[src/rtl/seg_pkg.sv]
`default_nettype none
// ============================================================================
//  Module      : seg_pkg
//  Description : Shared types, segment pattern constants and helpers for the
//                seven-segment scan decoder.
//  Revision    : 1.0  initial release
// ============================================================================
package seg_pkg;

    localparam int DIGITS   = 8;
    localparam int NIBBLE_W = 4;
    localparam int SEG_W    = 7;
    localparam int HEX_VALS = 16;

    // Segment pattern, bit order {g,f,e,d,c,b,a}, active-high
    typedef logic [SEG_W-1:0]      seg_t;
    typedef logic [NIBBLE_W-1:0]   nibble_t;
    typedef logic [$clog2(DIGITS)-1:0] digit_idx_t;

    // Result of classifying one captured segment pattern
    typedef struct packed {
        nibble_t nibble;
        logic    is_hex;
        logic    is_blank;
    } seg_decode_t;

    localparam seg_t SEG_BLANK = 7'h00;
    localparam seg_t SEG_HEX_0 = 7'h3F;
    localparam seg_t SEG_HEX_1 = 7'h06;
    localparam seg_t SEG_HEX_2 = 7'h5B;
    localparam seg_t SEG_HEX_3 = 7'h4F;
    localparam seg_t SEG_HEX_4 = 7'h66;
    localparam seg_t SEG_HEX_5 = 7'h6D;
    localparam seg_t SEG_HEX_6 = 7'h7D;
    localparam seg_t SEG_HEX_7 = 7'h07;
    localparam seg_t SEG_HEX_8 = 7'h7F;
    localparam seg_t SEG_HEX_9 = 7'h6F;
    localparam seg_t SEG_HEX_A = 7'h77;
    localparam seg_t SEG_HEX_B = 7'h7C;
    localparam seg_t SEG_HEX_C = 7'h39;
    localparam seg_t SEG_HEX_D = 7'h5E;
    localparam seg_t SEG_HEX_E = 7'h79;
    localparam seg_t SEG_HEX_F = 7'h71;

    // Forward map nibble -> segment pattern; the decoder searches it in reverse
    function automatic seg_t hex_to_seg(input nibble_t n);
        seg_t s;
        case (n)
            4'h0:    s = SEG_HEX_0;
            4'h1:    s = SEG_HEX_1;
            4'h2:    s = SEG_HEX_2;
            4'h3:    s = SEG_HEX_3;
            4'h4:    s = SEG_HEX_4;
            4'h5:    s = SEG_HEX_5;
            4'h6:    s = SEG_HEX_6;
            4'h7:    s = SEG_HEX_7;
            4'h8:    s = SEG_HEX_8;
            4'h9:    s = SEG_HEX_9;
            4'hA:    s = SEG_HEX_A;
            4'hB:    s = SEG_HEX_B;
            4'hC:    s = SEG_HEX_C;
            4'hD:    s = SEG_HEX_D;
            4'hE:    s = SEG_HEX_E;
            default: s = SEG_HEX_F;
        endcase
        return s;
    endfunction

endpackage
`default_nettype wire

[src/rtl/seg7_to_hex.sv]
`default_nettype none
// ============================================================================
//  Module      : seg7_to_hex
//  Description : Combinational classifier of a seven-segment pattern into a
//                hex nibble, an all-off blank, or neither (malformed).
//  Revision    : 1.0  initial release
// ============================================================================
module seg7_to_hex
    import seg_pkg::*;
(
    input  seg_t        seg_i,
    output seg_decode_t dec_o
);

    // Reverse lookup of the hex table; the table has no duplicate entries
    always_comb begin
        dec_o          = '0;
        dec_o.is_blank = (seg_i == SEG_BLANK);
        for (int i = 0; i < HEX_VALS; i++) begin
            if (seg_i == hex_to_seg(NIBBLE_W'(i))) begin
                dec_o.nibble = NIBBLE_W'(i);
                dec_o.is_hex = 1'b1;
            end
        end
    end

endmodule
`default_nettype wire

[src/rtl/seg_scan_decoder.sv]
`default_nettype none
// ============================================================================
//  Module      : seg_scan_decoder
//  Description : Monitors a multiplexed 8-digit seven-segment display bus,
//                debounces each digit dwell and reconstructs the displayed
//                32-bit hex value, flagging malformed scan activity.
//  Revision    : 1.0  initial release
// ============================================================================
module seg_scan_decoder
    import seg_pkg::*;
#(
    parameter int STABLE_CYCLES  = 4,
    parameter bit SEG_ACTIVE_LOW = 1'b1,
    parameter bit COM_ACTIVE_LOW = 1'b1
) (
    input  logic                       clk,
    input  logic                       reset,
    input  logic                       SEGA,
    input  logic                       SEGB,
    input  logic                       SEGC,
    input  logic                       SEGD,
    input  logic                       SEGE,
    input  logic                       SEGF,
    input  logic                       SEGG,
    input  logic                       SEGCOM1,
    input  logic                       SEGCOM2,
    input  logic                       SEGCOM3,
    input  logic                       SEGCOM4,
    input  logic                       SEGCOM5,
    input  logic                       SEGCOM6,
    input  logic                       SEGCOM7,
    input  logic                       SEGCOM8,
    input  logic                       err_clr,
    output logic [DIGITS*NIBBLE_W-1:0] digits,
    output logic [DIGITS-1:0]          digit_valid,
    output logic [DIGITS-1:0]          digit_blank,
    output logic                       frame_done,
    output logic                       err_pattern,
    output logic                       err_multi_com
);

    localparam int RAW_W = SEG_W + DIGITS;
    localparam int CNT_W = $clog2(STABLE_CYCLES + 1);
    localparam logic [CNT_W-1:0] C_CNT_MAX = CNT_W'(STABLE_CYCLES);
    localparam logic [CNT_W-1:0] C_CNT_ONE = CNT_W'(1);
    // Idle bus level: nothing selected, nothing lit
    localparam logic [RAW_W-1:0] C_RAW_IDLE =
        {{DIGITS{COM_ACTIVE_LOW}}, {SEG_W{SEG_ACTIVE_LOW}}};

    // ------------------------------------------------------------------
    // Input synchronisation and polarity normalisation
    // ------------------------------------------------------------------
    logic [RAW_W-1:0] w_raw;
    logic [RAW_W-1:0] sync1_q;
    logic [RAW_W-1:0] sync2_q;
    seg_t             w_seg;
    logic [DIGITS-1:0] w_com;

    assign w_raw = {SEGCOM8, SEGCOM7, SEGCOM6, SEGCOM5,
                    SEGCOM4, SEGCOM3, SEGCOM2, SEGCOM1,
                    SEGG, SEGF, SEGE, SEGD, SEGC, SEGB, SEGA};

    // Two-flop synchroniser; resets to idle so release does not look like a multi-select
    always_ff @(posedge clk or negedge reset) begin
        if (!reset) begin
            sync1_q <= C_RAW_IDLE;
            sync2_q <= C_RAW_IDLE;
        end else begin
            sync1_q <= w_raw;
            sync2_q <= sync1_q;
        end
    end

    assign w_seg = sync2_q[SEG_W-1:0]     ^ {SEG_W{SEG_ACTIVE_LOW}};
    assign w_com = sync2_q[RAW_W-1:SEG_W] ^ {DIGITS{COM_ACTIVE_LOW}};

    // ------------------------------------------------------------------
    // Select decode
    // ------------------------------------------------------------------
    logic [$clog2(DIGITS+1)-1:0] w_com_cnt;
    digit_idx_t                  w_com_idx;
    logic                        w_com_active;
    logic                        w_com_multi;

    // Count active selects and remember the (only meaningful when single) index
    always_comb begin
        w_com_cnt = '0;
        w_com_idx = '0;
        for (int i = 0; i < DIGITS; i++) begin
            if (w_com[i]) begin
                w_com_cnt = w_com_cnt + 1'b1;
                w_com_idx = digit_idx_t'(i);
            end
        end
    end

    assign w_com_active = (w_com_cnt == 1);
    assign w_com_multi  = (w_com_cnt > 1);

    // ------------------------------------------------------------------
    // Dwell stability counter
    // ------------------------------------------------------------------
    logic [CNT_W-1:0] cnt_q, cnt_d;
    digit_idx_t       prev_idx_q;
    seg_t             prev_seg_q;
    logic             cap_q, cap_d;

    // Count identical single-select samples; any change restarts, gaps/multi clear
    always_comb begin
        cnt_d = '0;
        if (w_com_active) begin
            if ((cnt_q != '0) && (w_com_idx == prev_idx_q) && (w_seg == prev_seg_q)) begin
                cnt_d = (cnt_q == C_CNT_MAX) ? cnt_q : cnt_q + 1'b1;
            end else begin
                cnt_d = C_CNT_ONE;
            end
        end
        // Only the transition into saturation captures, so one dwell gives one capture
        cap_d = (cnt_d == C_CNT_MAX) && (cnt_q != C_CNT_MAX);
    end

    // Counter state plus the sample it compares against; prev_* also names the capture
    always_ff @(posedge clk or negedge reset) begin
        if (!reset) begin
            cnt_q      <= '0;
            prev_idx_q <= '0;
            prev_seg_q <= '0;
            cap_q      <= 1'b0;
        end else begin
            cnt_q      <= cnt_d;
            prev_idx_q <= w_com_idx;
            prev_seg_q <= w_seg;
            cap_q      <= cap_d;
        end
    end

    // ------------------------------------------------------------------
    // Pattern classification of the captured sample
    // ------------------------------------------------------------------
    seg_decode_t w_dec;

    seg7_to_hex u_seg7_to_hex (
        .seg_i (prev_seg_q),
        .dec_o (w_dec)
    );

    // ------------------------------------------------------------------
    // Digit store, frame tracking and sticky errors
    // ------------------------------------------------------------------
    logic [DIGITS*NIBBLE_W-1:0] digits_q, digits_d;
    logic [DIGITS-1:0]          valid_q, valid_d;
    logic [DIGITS-1:0]          blank_q, blank_d;
    logic [DIGITS-1:0]          seen_q, seen_d;
    logic [DIGITS-1:0]          w_seen_next;
    logic                       full_q, full_d;
    logic                       frame_done_q;
    logic                       err_pat_q, err_pat_d;
    logic                       err_multi_q, err_multi_d;

    // Apply a capture to the digit store and update frame/error bookkeeping
    always_comb begin
        digits_d    = digits_q;
        valid_d     = valid_q;
        blank_d     = blank_q;
        seen_d      = seen_q;
        full_d      = 1'b0;
        w_seen_next = seen_q;
        // A fresh error in the same cycle as err_clr keeps the flag set
        err_pat_d   = err_pat_q & ~err_clr;
        err_multi_d = (err_multi_q & ~err_clr) | w_com_multi;

        if (cap_q) begin
            if (w_dec.is_hex) begin
                digits_d[{prev_idx_q, 2'b00} +: NIBBLE_W] = w_dec.nibble;
                valid_d[prev_idx_q] = 1'b1;
                blank_d[prev_idx_q] = 1'b0;
            end else if (w_dec.is_blank) begin
                digits_d[{prev_idx_q, 2'b00} +: NIBBLE_W] = '0;
                valid_d[prev_idx_q] = 1'b0;
                blank_d[prev_idx_q] = 1'b1;
            end else begin
                valid_d[prev_idx_q] = 1'b0;
                blank_d[prev_idx_q] = 1'b0;
                err_pat_d           = 1'b1;
            end

            // Every capture counts toward the frame, whatever its outcome
            w_seen_next             = seen_q;
            w_seen_next[prev_idx_q] = 1'b1;
            if (&w_seen_next) begin
                seen_d = '0;
                full_d = 1'b1;
            end else begin
                seen_d = w_seen_next;
            end
        end
    end

    // Output registers; frame_done trails the completing capture by one edge
    always_ff @(posedge clk or negedge reset) begin
        if (!reset) begin
            digits_q     <= '0;
            valid_q      <= '0;
            blank_q      <= '0;
            seen_q       <= '0;
            full_q       <= 1'b0;
            frame_done_q <= 1'b0;
            err_pat_q    <= 1'b0;
            err_multi_q  <= 1'b0;
        end else begin
            digits_q     <= digits_d;
            valid_q      <= valid_d;
            blank_q      <= blank_d;
            seen_q       <= seen_d;
            full_q       <= full_d;
            frame_done_q <= full_q;
            err_pat_q    <= err_pat_d;
            err_multi_q  <= err_multi_d;
        end
    end

    assign digits        = digits_q;
    assign digit_valid   = valid_q;
    assign digit_blank   = blank_q;
    assign frame_done    = frame_done_q;
    assign err_pattern   = err_pat_q;
    assign err_multi_com = err_multi_q;

endmodule
`default_nettype wire
[config.mk]
export PLATFORM = sky130hd
export DESIGN_NAME = seg_scan_decoder
export DESIGN_NICKNAME = d
export VERILOG_FILES = /design/src/rtl/seg_pkg.sv /design/src/rtl/seg7_to_hex.sv /design/src/rtl/seg_scan_decoder.sv
export SDC_FILE = /design/constraint.sdc
export NUM_CORES = 1
export LEC_CHECK = 0
export ABC_AREA = 1
export CAP_MARGIN = 5
export CORE_MARGIN = 4
export CORE_UTILIZATION = 40
export DETAILED_ROUTE_END_ITERATION = 7
export PLACE_DENSITY = 0.63
export SLEW_MARGIN = 20
export SYNTH_ARGS = -nofsm -noshare
export SYNTH_HDL_FRONTEND = slang
export SYNTH_SLANG_ARGS = --single-unit
export TNS_END_PERCENT = 100
[constraint.sdc]
create_clock -name clk -period 7 [get_ports clk]
set_input_delay 1.4 -clock clk [delete_from_list [all_inputs] [get_ports clk]]
set_output_delay 1.4 -clock clk [all_outputs]
set_load 0.01 [all_outputs]
==> results of run 1 <==
[final cells by class]
| class | count | share of cell area |
|---|---|---|
| flip-flops and latches | 104 | 0.444 |
| multi-input cells | 357 | 0.307 |
| repair buffers | 70 | 0.117 |
| inverters | 85 | 0.0537 |
| clock buffers | 10 | 0.0402 |
| well taps | 143 | 0.0301 |
| clock inverters | 6 | 0.00842 |
[per-layer routing]
metal  GRT usage  vias up  share of wire
met1       0.200     1763           0.46
met5           0        -              0
met2       0.246       88           0.48
met3      0.0428        6          0.050
met4      0.0367        0         0.0056
li1            -     1909              -
[Yosys cell counts]
cell	n
a21boi_1	1
a21oi_1	16
a22oi_1	1
and2_1	1
buf_4	1
dfrtp_1	74
dfstp_2	30
ha_1	11
inv_1	74
inv_2	11
nand2_1	139
nand2_2	2
nand2_4	3
nand3_1	29
nand3_2	2
nand3b_1	1
nand4_1	6
nor2_1	46
nor2_2	1
nor2_4	2
nor3_1	10
nor3_2	11
nor3_4	1
nor3b_1	1
nor4_1	2
nor4_2	1
o2111a_1	1
o21a_1	1
o21ai_0	23
o21ai_1	28
o21ai_2	1
o21bai_1	1
o22ai_1	6
or2_2	5
xor2_1	4
[metrics by stage]
| stage | cells | worst slack [ns] |
|---|---|---|
| floorplan | 547 | 2.77 |
| global placement | 759 | 2.61 |
| detailed placement | 759 | 2.46 |
| CTS | 775 | 2.43 |
| global route | 775 | 2.00 |
| finish | 775 | 2.44 |
[worst register-to-register path: stages (launching register included)]
cell and delay [ns]:
dfstp_2 0.53, inv_1 0.05, ha_1 0.31, inv_1 0.07
nand2_1 0.08, nand2_1 0.10, inv_1 0.05, ha_1 0.26
nand2_1 0.09, nand2_1 0.08, ha_1 0.28, or2_2 0.28
nand2_1 0.12, inv_1 0.05, ha_1 0.29, nand2_1 0.09
nand2_1 0.08, ha_1 0.29, or2_2 0.29, nand2_1 0.10
inv_1 0.06, ha_1 0.28, nand2_1 0.06, o21ai_0 0.10
nor2_1 0.15, nand4_1 0.16, nor3_1 0.17
[power groups by stage]
stage                     sequential, uW  clock [uW]  combinational [uW]
after CTS                            635         501                 138
after detailed placement             646           0                 137
after global placement               646           0                 133
final                                635         484                 136
after global routing                 637         524                 158
after floorplan                      643           0                90.9
[logic make-up (layout without fill, tap and decap cells)]
logic type               count (synthesis)  in the layout  synth area share
AO/OA/AOI/OAI                           79             79            0.0883
flip-flops                             104            104             0.551
adder cells (fa/ha/maj)                 11             11            0.0287
AND/OR/NAND/NOR                        263            263             0.256
buffers and inverters                   86            171            0.0682
XOR/XNOR                                 4              4           0.00732
[final timing paths]
check	endpoint	start	depth (start not counted)	slack (ns)
setup / recovery	cap_q	sync2_q[8]	26	2.44
hold / removal	sync2_q[6]	sync1_q[6]	0	0.35
setup reg to reg	cap_q	sync2_q[8]	26	2.44
hold reg to reg	sync2_q[6]	sync1_q[6]	0	0.35
max in group asynchronous	prev_seg_q[5]	reset	2	4.83
min in group asynchronous	digits[13]	reset	1	1.02
==> impl_metrics.yaml, run 1 <==
clock_network:
  clk_pin_slew_ns: 0.07
  insertion_delay_ns: 0.34
  cts_tree: "done"
  cts-root-buf: "clkbuf_16"
  cts_buffer_depth: 2
  h-tree-depth: 3
  numCtsBuffers: 9
  cts_resized: 0
  clock_sinks: 104
  cts_setup_buffers: 0
  cts_hold_buf: 0
timing:
  post-route-min-period_ns: 4.56
  finalSetupViolCount: 0
  hold_viol_final: 0
  fin_crit_sh: 0.652
  worstMarginPinSlew_ns: 1.06
  max_freq_mhz: 219
  maxSlewViolCount: 0
  holdWs_ns: 0.352
  clock_skew_ns: 0.00899
  relSlewSlack: 0.287
  fin_setup_tns_ns: 0
  rsz0062_at_grt: "no"
power:
  power_frac_seq: 0.506
  power.density_nw_per_um2: 211
  power.total_uw: 1250
  p_clk_frac: 0.386
  p_leak_uw: 0.00278
  p_sw_uw: 328
  combPwrFrac: 0.108
  p_int_uw: 927
  swShare: 0.261
  ir_worst_vdd_v: 0.000152
yosys:
  synth_area_um2: 4790
  synthTopCellsByArea: "dfrtp_1 39%, dfstp_2 16%, nand2_1 11%, inv_1 5.8%, nor2_1 3.6%"
  synthesis.nets: 576
  yosys_warnings: 0
  yosysTopAreaCell: "dfrtp_1"
  ys_types: 35
  synth_top_area_share: 0.387
  syn-mean-instance-area_um2: 8.75
  yosysSeqAreaShare: 0.551
  syn_inst: 547
  ys_ff_latch: 104
drt:
  drt-total-wl_um: 10200
  post-route-drc-count: 0
  dr_total_vias: 3766
  drt_iter0_markers: 210
  avgRoutedWirePerCell_um: 13.1
  viasPerCell: 4.86
  first_pass_iters: 4
  route.antenna.remaining_nets: 0
placement:
  io_buffers: 68
  placed_area_um2: 5650
  dp_hpwl_um: 7810
  routabilityCongestion: 0.839
hold_path:
  hold_path.class: "flop to flop"
cells_and_area:
  multi_input_area_um2: 1820
  post-route-util: 0.514
  layout_common_cells: "139 x nand2_1, 74 x inv_1, 74 x dfrtp_1"
  synthToLayoutAreaGrowth_pct: 24.1
  diodes: 0
  final-seq-area_um2: 2640
  nFillCells: 1064
  final_common_cell: "nand2_1"
  fin_area_um2: 5940
  drive_above_1_share: 0.141
  nets: 656
critical_path:
  worstPathMaxFanout: 4
  critPathCaptureType: "flop"
  arrival_ns: 4.82
  cp_slowest_cell: "dfstp_2"
  cp.required_ns: 7.25
  crit_top_cell: "nand2_1"
  critPathLaunchType: "flop"
  slowest_delay_ns: 0.53
  cp_top_family: "simple AND/OR/NAND/NOR gates"
  path_class: "flop to flop"
  critPathBufInv: 5
floorplan:
  die_w_um: 117
  start_util: 0.414
  rows: 39
  die-area_um2: 13800
  die_h_um: 117
  core_um2: 11600
  ioPinCount: 69
run_status:
  status: "completed"
grt:
  first_global_vias: 3636
  track_usage: 0.151
  grt_pass1_wl_um: 17400
  antenna_found_initial: 0
  grt_max_degree: 63
  gr-total-overflow: 0
run:
  drv_cap: 0
(Power assumes the default switching activity.)
==> inputs of run 2 (changes only) <==
==> constraint.sdc (replaced) <==
create_clock -name clk -period 4.4 [get_ports clk]
set_input_delay 0.88 -clock clk [delete_from_list [all_inputs] [get_ports clk]]
set_output_delay 0.88 -clock clk [all_outputs]
set_load 0.01 [all_outputs]
==> impl_metrics.yaml, run 2 (synthesis results as in run 1) <==
grt:
  gr-usage-met1: 0.198
  use_met2: 0.251
  first_global_vias: 3667
  grt_pass1_wl_um: 17400
  grt_util_met3: 0.0332
  gr-total-overflow: 0
  grt-busiest-layer: "met2"
  track_usage: 0.151
  grt_max_degree: 69
  antenna_found_initial: 0
drt:
  post-route-drc-count: 0
  drt-total-wl_um: 10200
  first_pass_iters: 4
  route.antenna.remaining_nets: 0
  avgRoutedWirePerCell_um: 13.0
  dr_total_vias: 3825
  viasPerCell: 4.91
  drt_iter0_markers: 185
timing:
  maxSlewViolCount: 0
  fin_crit_sh: 0.943
  clock_skew_ns: 0.00737
  finalSetupViolCount: 0
  max_freq_mhz: 241
  hold_viol_final: 0
  relSlewSlack: 0.291
  worstMarginPinSlew_ns: 1.05
  post-route-min-period_ns: 4.15
  fin_setup_tns_ns: 0
power:
  power.density_nw_per_um2: 336
  ir_worst_vdd_v: 0.000241
  p_leak_uw: 0.00280
critical_path:
  reg2reg_to: "cap_q"
  cp.depth: 26
  r2r-start: "sync2_q[8]"
  crit_top_cell: "nand2_2"
  slowest_delay_ns: 0.54
  critPathCaptureType: "flop"
  path_class: "flop to flop"
  critPathLaunchType: "flop"
  cp_slowest_cell: "dfstp_2"
  cp.required_ns: 4.66
  worstPathMaxFanout: 4
  critPathLaunch: "sync2_q[8]"
  critPathBufInv: 5
  cp-endpoint: "cap_q"
  rrSetupSlack_ns: 0.25
  arrival_ns: 4.41
  reg2regPathDepth: 26
  cp_top_family: "simple AND/OR/NAND/NOR gates"
cells_and_area:
  multi_input_area_um2: 1880
  post-route-util: 0.522
  synthToLayoutAreaGrowth_pct: 26.0
  nets: 660
  diodes: 0
  stdcell_count: 779
  nFillCells: 1071
  drive_above_1_share: 0.170
  layout_common_cells: "132 x nand2_1, 74 x dfrtp_1, 71 x inv_1"
  final-seq-area_um2: 2640
  final_common_cell: "nand2_1"
run:
  drv_cap: 0
floorplan:
  core_um2: 11600
  rows: 39
  die_w_um: 117
  start_util: 0.414
  die-area_um2: 13800
  die_h_um: 117
  ioPinCount: 69
clock_network:
  clock_sinks: 104
  cts_buffer_depth: 2
  cts_tree: "done"
  clk_pin_slew_ns: 0.08
  cts-root-buf: "clkbuf_16"
  insertion_delay_ns: 0.34
  h-tree-depth: 3
  cts_hold_buf: 0
  numCtsBuffers: 9
placement:
  io_buffers: 68
  routabilityCongestion: 0.784
  placedCellCount: 760
  dp_hpwl_um: 7590
hold_path:
  hold_path.class: "flop to flop"
  min_from: "full_q"
run_status:
  status: "completed"
==> run 2: changes by cell type in the layout (fill, tap and decap cells not counted), moves of 3 or more <==
cell	before	now
buf_4	3	7
inv_1	74	71
inv_2	11	14
nand2_1	139	132
nand2_2	2	8
==> run 2: repair_timing <==
item,in CTS,in global routing
setup endpoints to repair,5,5
pin swaps,5,10
gates resized for setup,8,10
setup buffers,0,3
==> run 2: routing by layer <==
layer,up-vias,wire length [um]
met5,-,0
met4,0,121
met3,9,474
met2,79,4860
met1,1814,4710
li1,1923,-
==> run 2: stage by stage <==
stage / power, uW / setup slack (ns) / hold slack, ns / instance area [um2]
after floorplan: 1170 / 0.175 / 0.331 / 4790
after global placement: 1240 / 0.0163 / 0.337 / 5660
after detailed placement: 1250 / -0.184 / 0.340 / 5660
after CTS: 2030 / 0.000316 / 0.357 / 5980
after global routing: 2130 / -0.000973 / 0.360 / 6030
final: 2030 / 0.253 / 0.354 / 6030
==> run 2: layout make-up <==
| type | instances | area share |
|---|---|---|
| clock buffers | 9 | 0.0373 |
| clock inverters | 7 | 0.0108 |
| inverters | 85 | 0.0529 |
| multi-input cells | 357 | 0.312 |
| flip-flops and latches | 104 | 0.437 |
| well taps | 143 | 0.0296 |
| repair buffers | 74 | 0.120 |
==> run 2: where the power goes <==
group / switching (uW) / total (uW) / internal [uW]
Clock: 374 / 771 / 397
Sequential: 20.5 / 1010 / 990
Combinational: 152 / 245 / 92.7
Total: 547 / 2030 / 1480
==> run 2: worst min path at each step <==
stage	cells past startpoint	slack (ns)	endpoint
after floorplan	0	0.33	frame_done
after global placement	0	0.34	frame_done
after detailed placement	0	0.34	frame_done
after CTS	0	0.36	sync2_q[0]
after global routing	0	0.36	sync2_q[6]
final	0	0.35	frame_done
==> inputs of run 3 (changes only) <==
--- a/config.mk
+++ b/config.mk
@@ -8,9 +8,9 @@
 export ABC_AREA = 1
 export CAP_MARGIN = 5
 export CORE_MARGIN = 4
-export CORE_UTILIZATION = 40
+export CORE_UTILIZATION = 35
 export DETAILED_ROUTE_END_ITERATION = 7
-export PLACE_DENSITY = 0.63
+export PLACE_DENSITY = 0.56
 export SLEW_MARGIN = 20
 export SYNTH_ARGS = -nofsm -noshare
 export SYNTH_HDL_FRONTEND = slang
==> impl_metrics.yaml, run 3 (synthesis results as in run 1) <==
cells_and_area:
  fin_area_um2: 6110
  nFillCells: 1276
  nets: 660
  diodes: 0
  final_common_cell: "nand2_1"
  final-seq-area_um2: 2640
  drive_above_1_share: 0.171
  multi_input_area_um2: 1920
  synthToLayoutAreaGrowth_pct: 27.7
  layout_common_cells: "130 x nand2_1, 74 x dfrtp_1, 71 x inv_1"
grt:
  grt_pass1_wl_um: 18200
  grt_max_degree: 75
  track_usage: 0.140
  gr-total-overflow: 0
  first_global_vias: 3856
  antenna_found_initial: 0
critical_path:
  arrival_ns: 4.38
  slowest_delay_ns: 0.54
  critPathLaunchType: "flop"
  cp_slowest_cell: "dfstp_2"
  reg2reg_to: "cap_q"
  worstPathMaxFanout: 4
  cp-endpoint: "cap_q"
  critPathLaunch: "sync2_q[8]"
  crit_top_cell: "nand2_2"
  critPathCaptureType: "flop"
  path_class: "flop to flop"
  cp.required_ns: 4.67
  r2r-start: "sync2_q[8]"
  rrSetupSlack_ns: 0.29
  reg2regPathDepth: 26
timing:
  rsz0062_at_grt: "no"
  post-route-min-period_ns: 4.11
  finalSetupViolCount: 0
  clock_skew_ns: 0.0114
  fin_setup_tns_ns: 0
  maxSlewViolCount: 0
  fin_crit_sh: 0.934
  holdWs_ns: 0.352
  fin_ws_ns: 0.291
  max_freq_mhz: 243
  worstMarginPinSlew_ns: 0.985
  relSlewSlack: 0.338
  hold_viol_final: 0
floorplan:
  die_w_um: 125
  die-area_um2: 15600
  rows: 42
  start_util: 0.360
  ioPinCount: 69
  die_h_um: 125
  core_um2: 13300
drt:
  route.antenna.remaining_nets: 0
  drt-total-wl_um: 10700
  dr_total_vias: 3820
  avgRoutedWirePerCell_um: 13.1
  drt_iter0_markers: 154
  viasPerCell: 4.70
  post-route-drc-count: 0
  first_pass_iters: 4
placement:
  placed_area_um2: 5700
  dp_hpwl_um: 7820
  io_buffers: 68
  dp_slack_ns: -0.149
  routabilityCongestion: 0.804
clock_network:
  cts_hold_buf: 0
  insertion_delay_ns: 0.35
  numCtsBuffers: 9
  clk_pin_slew_ns: 0.07
  h-tree-depth: 3
  cts_buffer_depth: 2
  cts_tree: "done"
  cts-root-buf: "clkbuf_16"
  clock_sinks: 104
run:
  drv_cap: 0
hold_path:
  hold_path.class: "flop to flop"
power:
  ir_worst_vdd_v: 0.000193
  power.density_nw_per_um2: 336
  p_leak_uw: 0.00280
run_status:
  status: "completed"
## run 3: changes by cell type in the layout (fill, tap and decap cells not counted), moves of 2 or more
cell and delta:
inv_8 -2, ha_1 -2, clkinv_4 -2, nand2_1 -2
clkbuf_1 +3, ha_4 +2
## run 3: timing repair
item                       in CTS  in global routing
resized for setup               6                 17
pin swaps                       4                  7
setup buffers                   1                  2
setup endpoints to repair       4                  5
## run 3: worst min path at each step
stage | cells past startpoint | end | slack, ns | start
after floorplan | 0 | frame_done | 0.33 | full_q
after global placement | 0 | frame_done | 0.34 | full_q
after detailed placement | 0 | frame_done | 0.34 | full_q
after CTS | 0 | frame_done | 0.35 | full_q
after global routing | 0 | sync2_q[7] | 0.36 | sync1_q[7]
final | 0 | frame_done | 0.35 | full_q
## run 3: where the power goes
part / internal [uW] / total (uW) / leakage (uW) / switching [uW]
clock: 457 / 788 / 0.000144 / 331
combinational: 98.2 / 255 / 0.00134 / 157
sequential: 991 / 1010 / 0.00132 / 20.8
total: 1550 / 2060 / 0.00280 / 509
## run 3: metal layers
metal,routed length [um],vias up,global-route usage
met1,4820,1809,0.179
met2,5230,76,0.236
met4,129,0,0.0459
li1,-,1924,-
met3,480,11,0.0324
met5,0,-,0
## run 3: area by class of cell
| cell class | count | area share |
|---|---|---|
| well taps | 176 | 0.0360 |
| repair buffers | 74 | 0.118 |
| clock inverters | 3 | 0.00716 |
| multi-input cells | 357 | 0.314 |
| clock buffers | 13 | 0.0409 |
| inverters | 85 | 0.0522 |
| flip-flops and latches | 104 | 0.432 |
## run 3: critical path: cells and delay by family, from the launching register on
kind                       cells  cell delay [ns]
DFF                            1             0.54
AOI/OAI and AO/OA              1             0.07
and+or+nand+nor               14             1.67
adders and majority gates      6             1.51
buffers and inverters          5             0.26
## run 3: metrics by stage
stage / util / power [uW] / std cells
6_report: 0.460 / 2060 / 812
5_1_grt: 0.460 / 2170 / 812
4_1_cts: 0.453 / 2060 / 810
3_5_place_dp: 0.429 / 1250 / 793
3_3_place_gp: 0.429 / 1240 / 793
2_1_floorplan: - / 1170 / 547
